File: config.mk
export PLATFORM = sky130hd
export DESIGN_NAME = wb_addr_mux_2
export DESIGN_NICKNAME = d
export VERILOG_FILES = /design/src/rtl/wb_pkg.sv /design/src/rtl/wb_addr_match.sv /design/src/rtl/wb_addr_mux_2.sv
export SDC_FILE = /design/constraint.sdc
export NUM_CORES = 1
export LEC_CHECK = 0
export CORE_AREA = 2 2 172 174
export DETAILED_ROUTE_END_ITERATION = 6
export DIE_AREA = 0 0 174 176
export GPL_ROUTABILITY_DRIVEN = 0
export GPL_TIMING_DRIVEN = 0
export PLACE_DENSITY_LB_ADDON = 0.25
export SLEW_MARGIN = 40
export SYNTH_ARGS = -nofsm -noshare
export SYNTH_HDL_FRONTEND = slang
export SYNTH_SLANG_ARGS = --single-unit
File: constraint.sdc
create_clock -name vclk -period 2.25
set_input_delay 0.45 -clock vclk [all_inputs]
set_output_delay 0.45 -clock vclk [all_outputs]
set_load 0.03 [all_outputs]
File: src/rtl/wb_pkg.sv
// Shared Wishbone defaults and the address-window match helper.
// Used by the address decoder and the two-slave multiplexer.
package wb_pkg;

  localparam int DEF_DATA_WIDTH = 32;
  localparam int DEF_ADDR_WIDTH = 32;
  localparam int MAX_ADDR_WIDTH = 64;

  // A window matches when every masked bit of addr equals base.
  function automatic logic addr_match(
    input logic [MAX_ADDR_WIDTH-1:0] addr,
    input logic [MAX_ADDR_WIDTH-1:0] base,
    input logic [MAX_ADDR_WIDTH-1:0] mask
  );
    return ~|((addr ^ base) & mask);
  endfunction

endpackage

File: src/rtl/wb_addr_match.sv
// Single address-window comparator for the Wishbone decoder.
// A zero mask matches every address.
module wb_addr_match
  import wb_pkg::*;
#(
  parameter int ADDR_WIDTH = DEF_ADDR_WIDTH
) (
  input  logic [ADDR_WIDTH-1:0] adr,
  input  logic [ADDR_WIDTH-1:0] base,
  input  logic [ADDR_WIDTH-1:0] mask,
  output logic                  match
);

  logic [MAX_ADDR_WIDTH-1:0] adr_x;
  logic [MAX_ADDR_WIDTH-1:0] base_x;
  logic [MAX_ADDR_WIDTH-1:0] mask_x;

  always_comb begin
    adr_x  = '0;
    base_x = '0;
    mask_x = '0;
    adr_x[ADDR_WIDTH-1:0]  = adr;
    base_x[ADDR_WIDTH-1:0] = base;
    mask_x[ADDR_WIDTH-1:0] = mask;
  end

  assign match = addr_match(adr_x, base_x, mask_x);

endmodule

File: src/rtl/wb_addr_mux_2.sv
// Wishbone classic decoder/mux: one master to two slave windows.
// Fully combinational; slave 0 wins overlapping windows.
module wb_addr_mux_2
  import wb_pkg::*;
#(
  parameter int DATA_WIDTH   = DEF_DATA_WIDTH,
  parameter int ADDR_WIDTH   = DEF_ADDR_WIDTH,
  parameter int SELECT_WIDTH = DATA_WIDTH / 8
) (
  input  logic                    clk,
  input  logic                    rst,
  input  logic [ADDR_WIDTH-1:0]   wbm_adr_i,
  input  logic [DATA_WIDTH-1:0]   wbm_dat_i,
  output logic [DATA_WIDTH-1:0]   wbm_dat_o,
  input  logic                    wbm_we_i,
  input  logic [SELECT_WIDTH-1:0] wbm_sel_i,
  input  logic                    wbm_stb_i,
  output logic                    wbm_ack_o,
  output logic                    wbm_err_o,
  output logic                    wbm_rty_o,
  input  logic                    wbm_cyc_i,
  output logic [ADDR_WIDTH-1:0]   wbs0_adr_o,
  input  logic [DATA_WIDTH-1:0]   wbs0_dat_i,
  output logic [DATA_WIDTH-1:0]   wbs0_dat_o,
  output logic                    wbs0_we_o,
  output logic [SELECT_WIDTH-1:0] wbs0_sel_o,
  output logic                    wbs0_stb_o,
  input  logic                    wbs0_ack_i,
  input  logic                    wbs0_err_i,
  input  logic                    wbs0_rty_i,
  output logic                    wbs0_cyc_o,
  input  logic [ADDR_WIDTH-1:0]   wbs0_addr,
  input  logic [ADDR_WIDTH-1:0]   wbs0_addr_msk,
  output logic [ADDR_WIDTH-1:0]   wbs1_adr_o,
  input  logic [DATA_WIDTH-1:0]   wbs1_dat_i,
  output logic [DATA_WIDTH-1:0]   wbs1_dat_o,
  output logic                    wbs1_we_o,
  output logic [SELECT_WIDTH-1:0] wbs1_sel_o,
  output logic                    wbs1_stb_o,
  input  logic                    wbs1_ack_i,
  input  logic                    wbs1_err_i,
  input  logic                    wbs1_rty_i,
  output logic                    wbs1_cyc_o,
  input  logic [ADDR_WIDTH-1:0]   wbs1_addr,
  input  logic [ADDR_WIDTH-1:0]   wbs1_addr_msk
);

  // No state lives here; the clock is part of the bus bundle only.
  logic unused_clk;
  assign unused_clk = clk;

  logic match0;
  logic match1;
  logic sel0;
  logic sel1;
  logic decode_err;

  wb_addr_match #(
    .ADDR_WIDTH(ADDR_WIDTH)
  ) u_match0 (
    .adr   (wbm_adr_i),
    .base  (wbs0_addr),
    .mask  (wbs0_addr_msk),
    .match (match0)
  );

  wb_addr_match #(
    .ADDR_WIDTH(ADDR_WIDTH)
  ) u_match1 (
    .adr   (wbm_adr_i),
    .base  (wbs1_addr),
    .mask  (wbs1_addr_msk),
    .match (match1)
  );

  assign sel0 = match0;
  assign sel1 = match1 & ~match0;

  assign decode_err = wbm_cyc_i & wbm_stb_i & ~(sel0 | sel1);

  assign wbs0_adr_o = wbm_adr_i;
  assign wbs0_dat_o = wbm_dat_i;
  assign wbs0_we_o  = wbm_we_i;
  assign wbs0_sel_o = wbm_sel_i;

  assign wbs1_adr_o = wbm_adr_i;
  assign wbs1_dat_o = wbm_dat_i;
  assign wbs1_we_o  = wbm_we_i;
  assign wbs1_sel_o = wbm_sel_i;

  assign wbs0_cyc_o = wbm_cyc_i & sel0 & rst;
  assign wbs0_stb_o = wbm_stb_i & sel0 & rst;
  assign wbs1_cyc_o = wbm_cyc_i & sel1 & rst;
  assign wbs1_stb_o = wbm_stb_i & sel1 & rst;

  always_comb begin
    wbm_dat_o = '0;
    unique case (1'b1)
      sel0:    wbm_dat_o = wbs0_dat_i;
      sel1:    wbm_dat_o = wbs1_dat_i;
      default: wbm_dat_o = '0;
    endcase
  end

  assign wbm_ack_o = (wbs0_ack_i | wbs1_ack_i) & rst;
  assign wbm_rty_o = (wbs0_rty_i | wbs1_rty_i) & rst;
  assign wbm_err_o = (wbs0_err_i | wbs1_err_i | decode_err) & rst;

endmodule

# After elaboration in Yosys (flattened, before gate mapping)

Cells that the tools add are included.

Output and inout port bits: 177
Word-level logic and storage cells: 29
Register bits after elaboration: 0
Input port bits: 271

Bitwise logic cells: 24
Reduce and logical (&&, ||, !) cells: 4
Mux-type cells: 1

Operators by type and width:

| cell                             | count |
|---|---|
| bitwise AND 64 x 32 -> 64 bit    | 2 |
| OR reduction 64 bit              | 2 |
| case mux 32 bit (2 select lines) | 1 |
| XOR 32 bit                       | 2 |
| bitwise AND 1 bit                | 14 |
| OR 1 bit                         | 5 |
| zero test 1 bit                  | 2 |
| inverter 1 bit                   | 1 |

# Longest topological paths before layout

Gate-level depths: netlist (run 1).

Depth in word-level cells: 10
Depth in mapped cells: 8
Gate-level depth less buffers: 6

# Modules after synthesis

From an unflattened synthesis (run 1), not the netlist that was laid out.

Cell total of the unflattened synthesis: 293
Area total of the unflattened synthesis: 2336.0 um^2

By module, submodules not included:

| module        | area each (um^2) | times used | cells an instance |
|---|---|---|---|
| wb_addr_mux_2 | 1460.2           | 1          | 187 |
| wb_addr_match | 437.9            | 2          | 53 |

# Worst setup path after synthesis (run 1)

OpenSTA, ideal clock, no wires.

Path type: in2out
Start point: input port wbs1_addr[25]
End point: output port wbm_dat_o[0]
Stages: 6
Buffers on the path: 0
Data required time: 1.800 ns
Arrival: 2.074 ns
Slack: -0.274 ns
Cell sequence: xor2_1 a22oi_1 nand4_1 nor4_4 nand2_1 o21ai_0

Word-level cells in the longest chain between the ends: 6

RTL lines:

| element                          | line                | source |
|---|---|---|
| start: declaration               | wb_addr_mux_2.sv:44 | `input logic [ADDR_WIDTH-1:0] wbs1_addr,` |
| XOR 32 bit                       | wb_pkg.sv:15        | `return ~\|((addr ^ base) & mask);` |
| bitwise AND 64 x 32 -> 64 bit    | wb_pkg.sv:15        |  |
| OR reduction 64 bit              | wb_pkg.sv:15        |  |
| zero test 1 bit                  | wb_pkg.sv:15        |  |
| bitwise AND 1 bit                | wb_addr_mux_2.sv:77 | `assign sel1 = match1 & ~match0;` |
| case mux 32 bit (2 select lines) | wb_addr_mux_2.sv:98 | `unique case (1'b1)` |
| end: declaration                 | wb_addr_mux_2.sv:14 | `output logic [DATA_WIDTH-1:0] wbm_dat_o,` |

Every way passes these cells.

# Worst setup path in the final report (run 1)

Start point: input port wbs1_addr[12]
End point: output port wbm_dat_o[17]

The elaborated chain is that of the path after synthesis.

==> results of run 1 <==
==> how the worst max path moves through the flow <==
| stage | cells after the start | to | start | slack [ns] |
|---|---|---|---|---|
| after global routing | 11 | wbm_dat_o[17] | wbm_adr_i[13] | -0.62 |
| after CTS | 12 | wbm_dat_o[12] | wbs0_addr[30] | -0.55 |
| after global placement | 9 | wbm_dat_o[8] | wbm_adr_i[15] | -2.33 |
| after detailed placement | 10 | wbm_dat_o[8] | wbm_adr_i[15] | -2.13 |
| final | 11 | wbm_dat_o[17] | wbs1_addr[12] | -0.50 |
| after floorplan | 7 | wbm_dat_o[10] | wbs1_addr[14] | -0.07 |
==> through the flow <==
step | instances | hold slack, ns | power [W] | setup TNS (ns) | util
after detailed placement | 1157 | 1.58 | 0.00139 | -78.61 | 0.260
after global placement | 1156 | 1.58 | 0.00138 | -86.33 | 0.260
after global routing | 1180 | 1.58 | 0.00145 | -20.72 | 0.284
after CTS | 1179 | 1.56 | 0.00139 | -18.85 | 0.282
after floorplan | 362 | 1.03 | 0.000603 | -1.84 | -
final | 1180 | 1.56 | 0.00137 | -15.90 | 0.284
==> kinds of logic (layout without fill, tap and decap cells) <==
group	count (synthesis)	in the layout	share of synthesized area
AO/OA/AOI/OAI	68	68	0.174
buffers and inverters	148	579	0.449
other	0	3	0
AND/OR/NAND/NOR	82	82	0.148
XOR/XNOR	64	64	0.229
==> cell usage after synthesis (2+ instances only) <==
| cell | number |
|---|---|
| nand4_1 | 8 |
| o21a_1 | 2 |
| o21ai_0 | 4 |
| nor2_1 | 2 |
| nand2_1 | 66 |
| buf_4 | 139 |
| and3_1 | 2 |
| o21ai_1 | 29 |
| a22oi_1 | 32 |
| buf_6 | 2 |
| xor2_1 | 64 |
| buf_2 | 6 |
==> layout by cell type (no fill, tap or decap), types with 8 or more instances in the layout <==
cell type	count
nand4_1	8
nand2_4	22
buf_2	35
o21ai_4	29
nand2_2	19
dlygate4sd2_1	71
xor2_1	46
nand2_1	25
a22oi_1	10
clkdlybuf4s15_1	13
buf_12	8
clkdlybuf4s50_1	223
buf_6	51
a22oi_2	22
buf_4	159
xor2_2	13
==> per-layer routing <==
layer  vias to the layer above  part of all wire  track usage
met5                         -                 0            0
li1                       1928                 -            -
met2                       195              0.55        0.211
met1                      1700              0.37        0.120
met3                         6             0.072       0.0215
met4                         0            0.0088       0.0119
==> cell type report <==
cell class	instances	share of cell area
diodes	3	0.000926
well taps	384	0.0593
plain buffers	146	0.143
repair buffers	433	0.518
multi-input cells	214	0.279
==> critical path, cell delays in order <==
cell	delay (ns)
clkdlybuf4s15_1	0.21
xor2_2	0.20
a22oi_2	0.13
nand4_1	0.16
nor4_4	0.36
buf_6	0.18
buf_12	0.13
buf_12	0.13
nand2_4	0.05
o21ai_4	0.14
buf_6	0.14
==> power groups by stage <==
stage | clock [W] | combinational (W) | sequential (W)
6_report | 0.000000000178 | 0.00137 | 0
5_1_grt | 0.000000000178 | 0.00145 | 0
4_1_cts | 0 | 0.00139 | 0
2_1_floorplan | 0 | 0.000603 | 0
3_3_place_gp | 0 | 0.00138 | 0
3_5_place_dp | 0 | 0.00139 | 0
==> what timing repair did <==
action                                  4_1_cts  5_1_grt
endpoints found under the setup margin      102       37
pin swaps                                    72       14
buffers inserted                             16        1
cloned                                        6        1
resized for setup                           747       37
==> flow_metrics.env, run 1 <==
export IMPL_status="finished, violations left"
export IMPL_violations="negative setup slack"
export IMPL_dpl_hpwl_um=16100
export IMPL_yosys_top_cells_area="buf_4 43%, xor2_1 23%, nand2_1 10%, a22oi_1 9.8%, o21ai_1 5.9%"
export IMPL_final_max_slew_viol_count=0
export IMPL_nFlopsAndLatches=0
export IMPL_comb_power_share=1.000
export IMPL_drive_gt1_frac=0.494
export IMPL_core_area_mm2=0.0285
export IMPL_fill_cells=3153
export IMPL_postPlaceCellArea_mm2=0.00743
export IMPL_layout_setup_ws_ns=-0.503
export IMPL_crit_required_ns=1.80
export IMPL_port_buffers=410
export IMPL_die_area_mm2=0.0306
export IMPL_die_y_um=176
export IMPL_finalHoldViolations=0
export IMPL_syn_area_mm2=0.00245
export IMPL_power_leakage_nw=3.58
export IMPL_place_ws_ns=-2.13
export IMPL_wl_um=18000
export IMPL_drc_errors=0
export IMPL_wl_per_cell_um=15.3
export IMPL_synth_warnings=0
export IMPL_startpoint_type="primary input"
export IMPL_ctsHoldBuffers=0
export IMPL_fmax_mhz=363
export IMPL_endpoint_kind="primary output"
export IMPL_power_density_mw_per_mm2=169
export IMPL_ff_latch_area_um2=0
export IMPL_syn_nets=633
export IMPL_avgViaCountPerCell=3.24
export IMPL_start_util=0.0859
export IMPL_grt_overflow=0
export IMPL_drtPass1Iterations=4
export IMPL_nNetsFinal=1066
export IMPL_drtAntennaViolNets=0
export IMPL_grt_use_total=0.106
export IMPL_fin_crit_sh=1.22
export IMPL_relSlewSlack=0.747
export IMPL_num_io_pins=448
export IMPL_grt_pass1_wl_um=25000
export IMPL_synth_avg_cell_area_um2=6.77
export IMPL_die_w_um=174
export IMPL_min_path_type="in2out"
export IMPL_synthCells=362
export IMPL_crit_arrival_ns=2.30
export IMPL_drt_initial_drc_count=65
export IMPL_fin_crit_ns=2.75
export IMPL_pwr_share_seq=0
export IMPL_clkPwrFrac=0
export IMPL_p_int_w=0.000752
export IMPL_multi_input_area_mm2=0.00226
export IMPL_num_rows=62
export IMPL_min_delay_start="wbs1_dat_i[31]"
export IMPL_finalSetupViolations=37
export IMPL_switchingPower_w=0.000622
export IMPL_max_slew_worst_pin_slew_ns=0.375
export IMPL_via_count=3829
export IMPL_grt_max_degree=11
export IMPL_synth_top_cell_area_share=0.426
export IMPL_holdPathEnd="wbm_dat_o[31]"
export IMPL_vdd_drop_max_mv=0.0816
export IMPL_rsz0062_at_grt="true"
export IMPL_hold_depth=4
export IMPL_ys_types=18
export IMPL_antenna_found_initial=3
export IMPL_clockBufferCount=0
export IMPL_yosys_area_top_type="buf_4"
export IMPL_criticalPathCategory="in2out"
export IMPL_grt_pass1_vias=4149
export IMPL_cp_max_fo=5
export IMPL_synthToLayoutAreaGrowth_pct=231
export IMPL_fin_area_mm2=0.00811
export IMPL_drv_cap=0
export IMPL_ys_seq_area_frac=0
export IMPL_swShare=0.453
Note: power is estimated with default switching activity, not from simulation.
==> run 2: changes to the inputs <==
--- a/config.mk
+++ b/config.mk
@@ -7,5 +7,7 @@
 export LEC_CHECK = 0
-export CORE_AREA = 2 2 172 174
+export CELL_PAD_IN_SITES_DETAIL_PLACEMENT = 1
+export CELL_PAD_IN_SITES_GLOBAL_PLACEMENT = 2
+export CORE_AREA = 2 2 175 177
 export DETAILED_ROUTE_END_ITERATION = 6
-export DIE_AREA = 0 0 174 176
+export DIE_AREA = 0 0 177 179
 export GPL_ROUTABILITY_DRIVEN = 0
==> constraint.sdc (replaced) <==
create_clock -name vclk -period 2.25
set_input_delay 0.45 -clock vclk [all_inputs]
set_output_delay 0.45 -clock vclk [all_outputs]
set_load 0.005 [all_outputs]
==> run 2 against run 1 <==
Compared with the run above: the flow still finishes with violations (negative setup slack); combinational power shrank 20%; global-route usage is 0.24 points lower; first-iteration DRC count decreased by 51%; sequential share of layout area did not move; worst hold slack lost 0.18 ns; final cell count grew 1.1%; flip-flop and latch count stayed put; critical path depth rose by 1; via count grew 3.4%; worst setup slack improved by 0.048 ns; power is 20% lower; critical path type unchanged.
==> flow_metrics.env, run 2 (synthesized netlist as in run 1, its figures left out) <==
export IMPL_postPlaceCellArea_mm2=0.00705
export IMPL_via_count=3959
export IMPL_drtAntennaViolNets=0
export IMPL_finalNonFillerCells=1193
export IMPL_finalHoldViolations=0
export IMPL_nFlopsAndLatches=0
export IMPL_drive_gt1_frac=0.448
export IMPL_num_rows=64
export IMPL_min_path_type="in2out"
export IMPL_drc_errors=0
export IMPL_place_ws_ns=-2.00
export IMPL_top_layer="met5"
export IMPL_max_slew_worst_pin_slew_ns=0.286
export IMPL_p_total_w=0.00110
export IMPL_final_common_cell="clkdlybuf4s50_1"
export IMPL_holdPathEnd="wbs1_stb_o"
export IMPL_fmax_mhz=370
export IMPL_endpoint_kind="primary output"
export IMPL_grt_overflow=0
export IMPL_cp_max_fo=7
export IMPL_startpoint_type="primary input"
export IMPL_dp_cells=1168
export IMPL_fin_crit_ns=2.71
export IMPL_ctsHoldBuffers=0
export IMPL_grt_use_total=0.104
export IMPL_grt_pass1_wl_um=25100
export IMPL_num_io_pins=448
export IMPL_worst_path_buf_inv=6
export IMPL_cp_cell_sequence="buf_2 > xor2_1 > a22oi_2 > nand4_1 > nor4_4 > buf_6 > buf_12 > buf_8 > buf_8 > nand2_2 > o21ai_1 > buf_2"
export IMPL_antenna_found_initial=3
export IMPL_core_area_mm2=0.0300
export IMPL_power_leakage_nw=3.58
export IMPL_clockBufferCount=0
export IMPL_layout_setup_ws_ns=-0.455
export IMPL_min_delay_start="rst"
export IMPL_drv_cap=0
export IMPL_wl_um=18400
export IMPL_start_util=0.0817
export IMPL_criticalPathCategory="in2out"
export IMPL_dpl_hpwl_um=16400
export IMPL_avgViaCountPerCell=3.32
export IMPL_drtPass1Iterations=4
export IMPL_vdd_drop_max_mv=0.0515
export IMPL_finalSetupViolations=37
export IMPL_grt_pass1_vias=4211
export IMPL_critPathMaxStageDelay_ns=0.31
export IMPL_crit_required_ns=1.80
export IMPL_synthToLayoutAreaGrowth_pct=208
export IMPL_rsz0062_at_grt="true"
export IMPL_fin_crit_sh=1.20
export IMPL_relSlewSlack=0.808
export IMPL_drt_initial_drc_count=32
export IMPL_routed_wl_met3_um=1710
export IMPL_ff_latch_area_um2=0
export IMPL_wl_per_cell_um=15.4
export IMPL_power_density_mw_per_mm2=146
export IMPL_die_area_mm2=0.0317
export IMPL_die_y_um=179
export IMPL_port_buffers=410
export IMPL_met1_length_um=5880
export IMPL_hold_depth=4
export IMPL_crit_family="buffers and inverters"
export IMPL_die_w_um=177
export IMPL_slowest_stage="nor4_4"
export IMPL_holdWs_ns=1.37
export IMPL_status="finished, violations left"
export IMPL_violations="negative setup slack"
export IMPL_nNetsFinal=1068
export IMPL_dr_wl_met2_um=10700
export IMPL_grt_max_degree=11
export IMPL_final_max_slew_viol_count=0
export IMPL_fin_area_mm2=0.00754
export IMPL_final_cell_mix="215 x clkdlybuf4s50_1, 146 x buf_4, 66 x buf_2, 49 x xor2_1, 45 x dlygate4sd2_1"
export IMPL_crit_arrival_ns=2.26
==> run 2: changes by cell type in the layout (fill, tap and decap cells not counted), moves of 7 or more <==
cell             delta
clkbuf_2           +13
o21ai_2             +9
o21ai_4            -29
buf_2              +31
clkdlybuf4s50_1     -8
dlymetal6s2s_1     +28
buf_4              -13
dlygate4sd2_1      -26
nand2_1            +15
clkdlybuf4s15_1    +10
buf_6              -33
buf_8               +7
o21ai_1            +20
nand2_4            -16
==> run 2: final cells by class <==
class	count	area, um2
Tap cell	396	495
Buffer	148	1190
Fill cell	3603	22500
Timing Repair Buffer	433	4050
Multi-Input combinational cell	214	1800
Antenna cell	2	5.00
==> run 2: report_power, final <==
group	total, W	leakage, nW	internal [W]	switching, W
clock network	0.000000000119	0.0000127	0.000000000119	0
registers	0	0	0	0
logic	0.00110	3.58	0.000750	0.000349
total	0.00110	3.58	0.000750	0.000349
==> run 2: through the flow <==
step / util / TNS (ns)
2_1_floorplan: - / 0
3_3_place_gp: 0.235 / -68.84
3_5_place_dp: 0.235 / -70.24
4_1_cts: 0.242 / -18.50
5_1_grt: 0.251 / -19.54
6_report: 0.251 / -14.76
==> run 2: metal layers <==
layer | up-vias | track usage
li1 | 1925 | -
met1 | 1822 | 0.102
met2 | 206 | 0.221
met3 | 4 | 0.0303
met4 | 2 | 0.00207
met5 | - | 0
==> run 2: how the worst max path moves through the flow <==
stage	slack [ns]	to	depth (start not counted)	startpoint
after floorplan	0.06	wbm_dat_o[21]	7	wbs1_addr[25]
after global placement	-1.95	wbm_dat_o[24]	9	wbm_adr_i[16]
after detailed placement	-2.00	wbm_dat_o[14]	9	wbm_adr_i[16]
after CTS	-0.57	wbm_dat_o[24]	11	wbm_adr_i[16]
after global routing	-0.58	wbm_dat_o[16]	13	wbm_adr_i[16]
final	-0.46	wbm_dat_o[16]	12	wbm_adr_i[24]
==> run 2: repair_timing <==
item	4_1_cts	5_1_grt
setup endpoints to repair	39	39
pin swaps	60	65
gates resized for setup	506	164
setup buffers	17	3
cloned	3	1
==> run 2: worst min-delay path: stages <==
cell and delay [ns]:
dlymetal6s2s_1 0.20, nand2_1 0.11, nor2_2 0.04, buf_2 0.12
==> run 3: changes to the inputs <==
- ABC_CLOCK_PERIOD_IN_PS: unset -> 2250
==> results of run 3 <==
No change in the layout: final DEF, timing and power equal those of run 2.
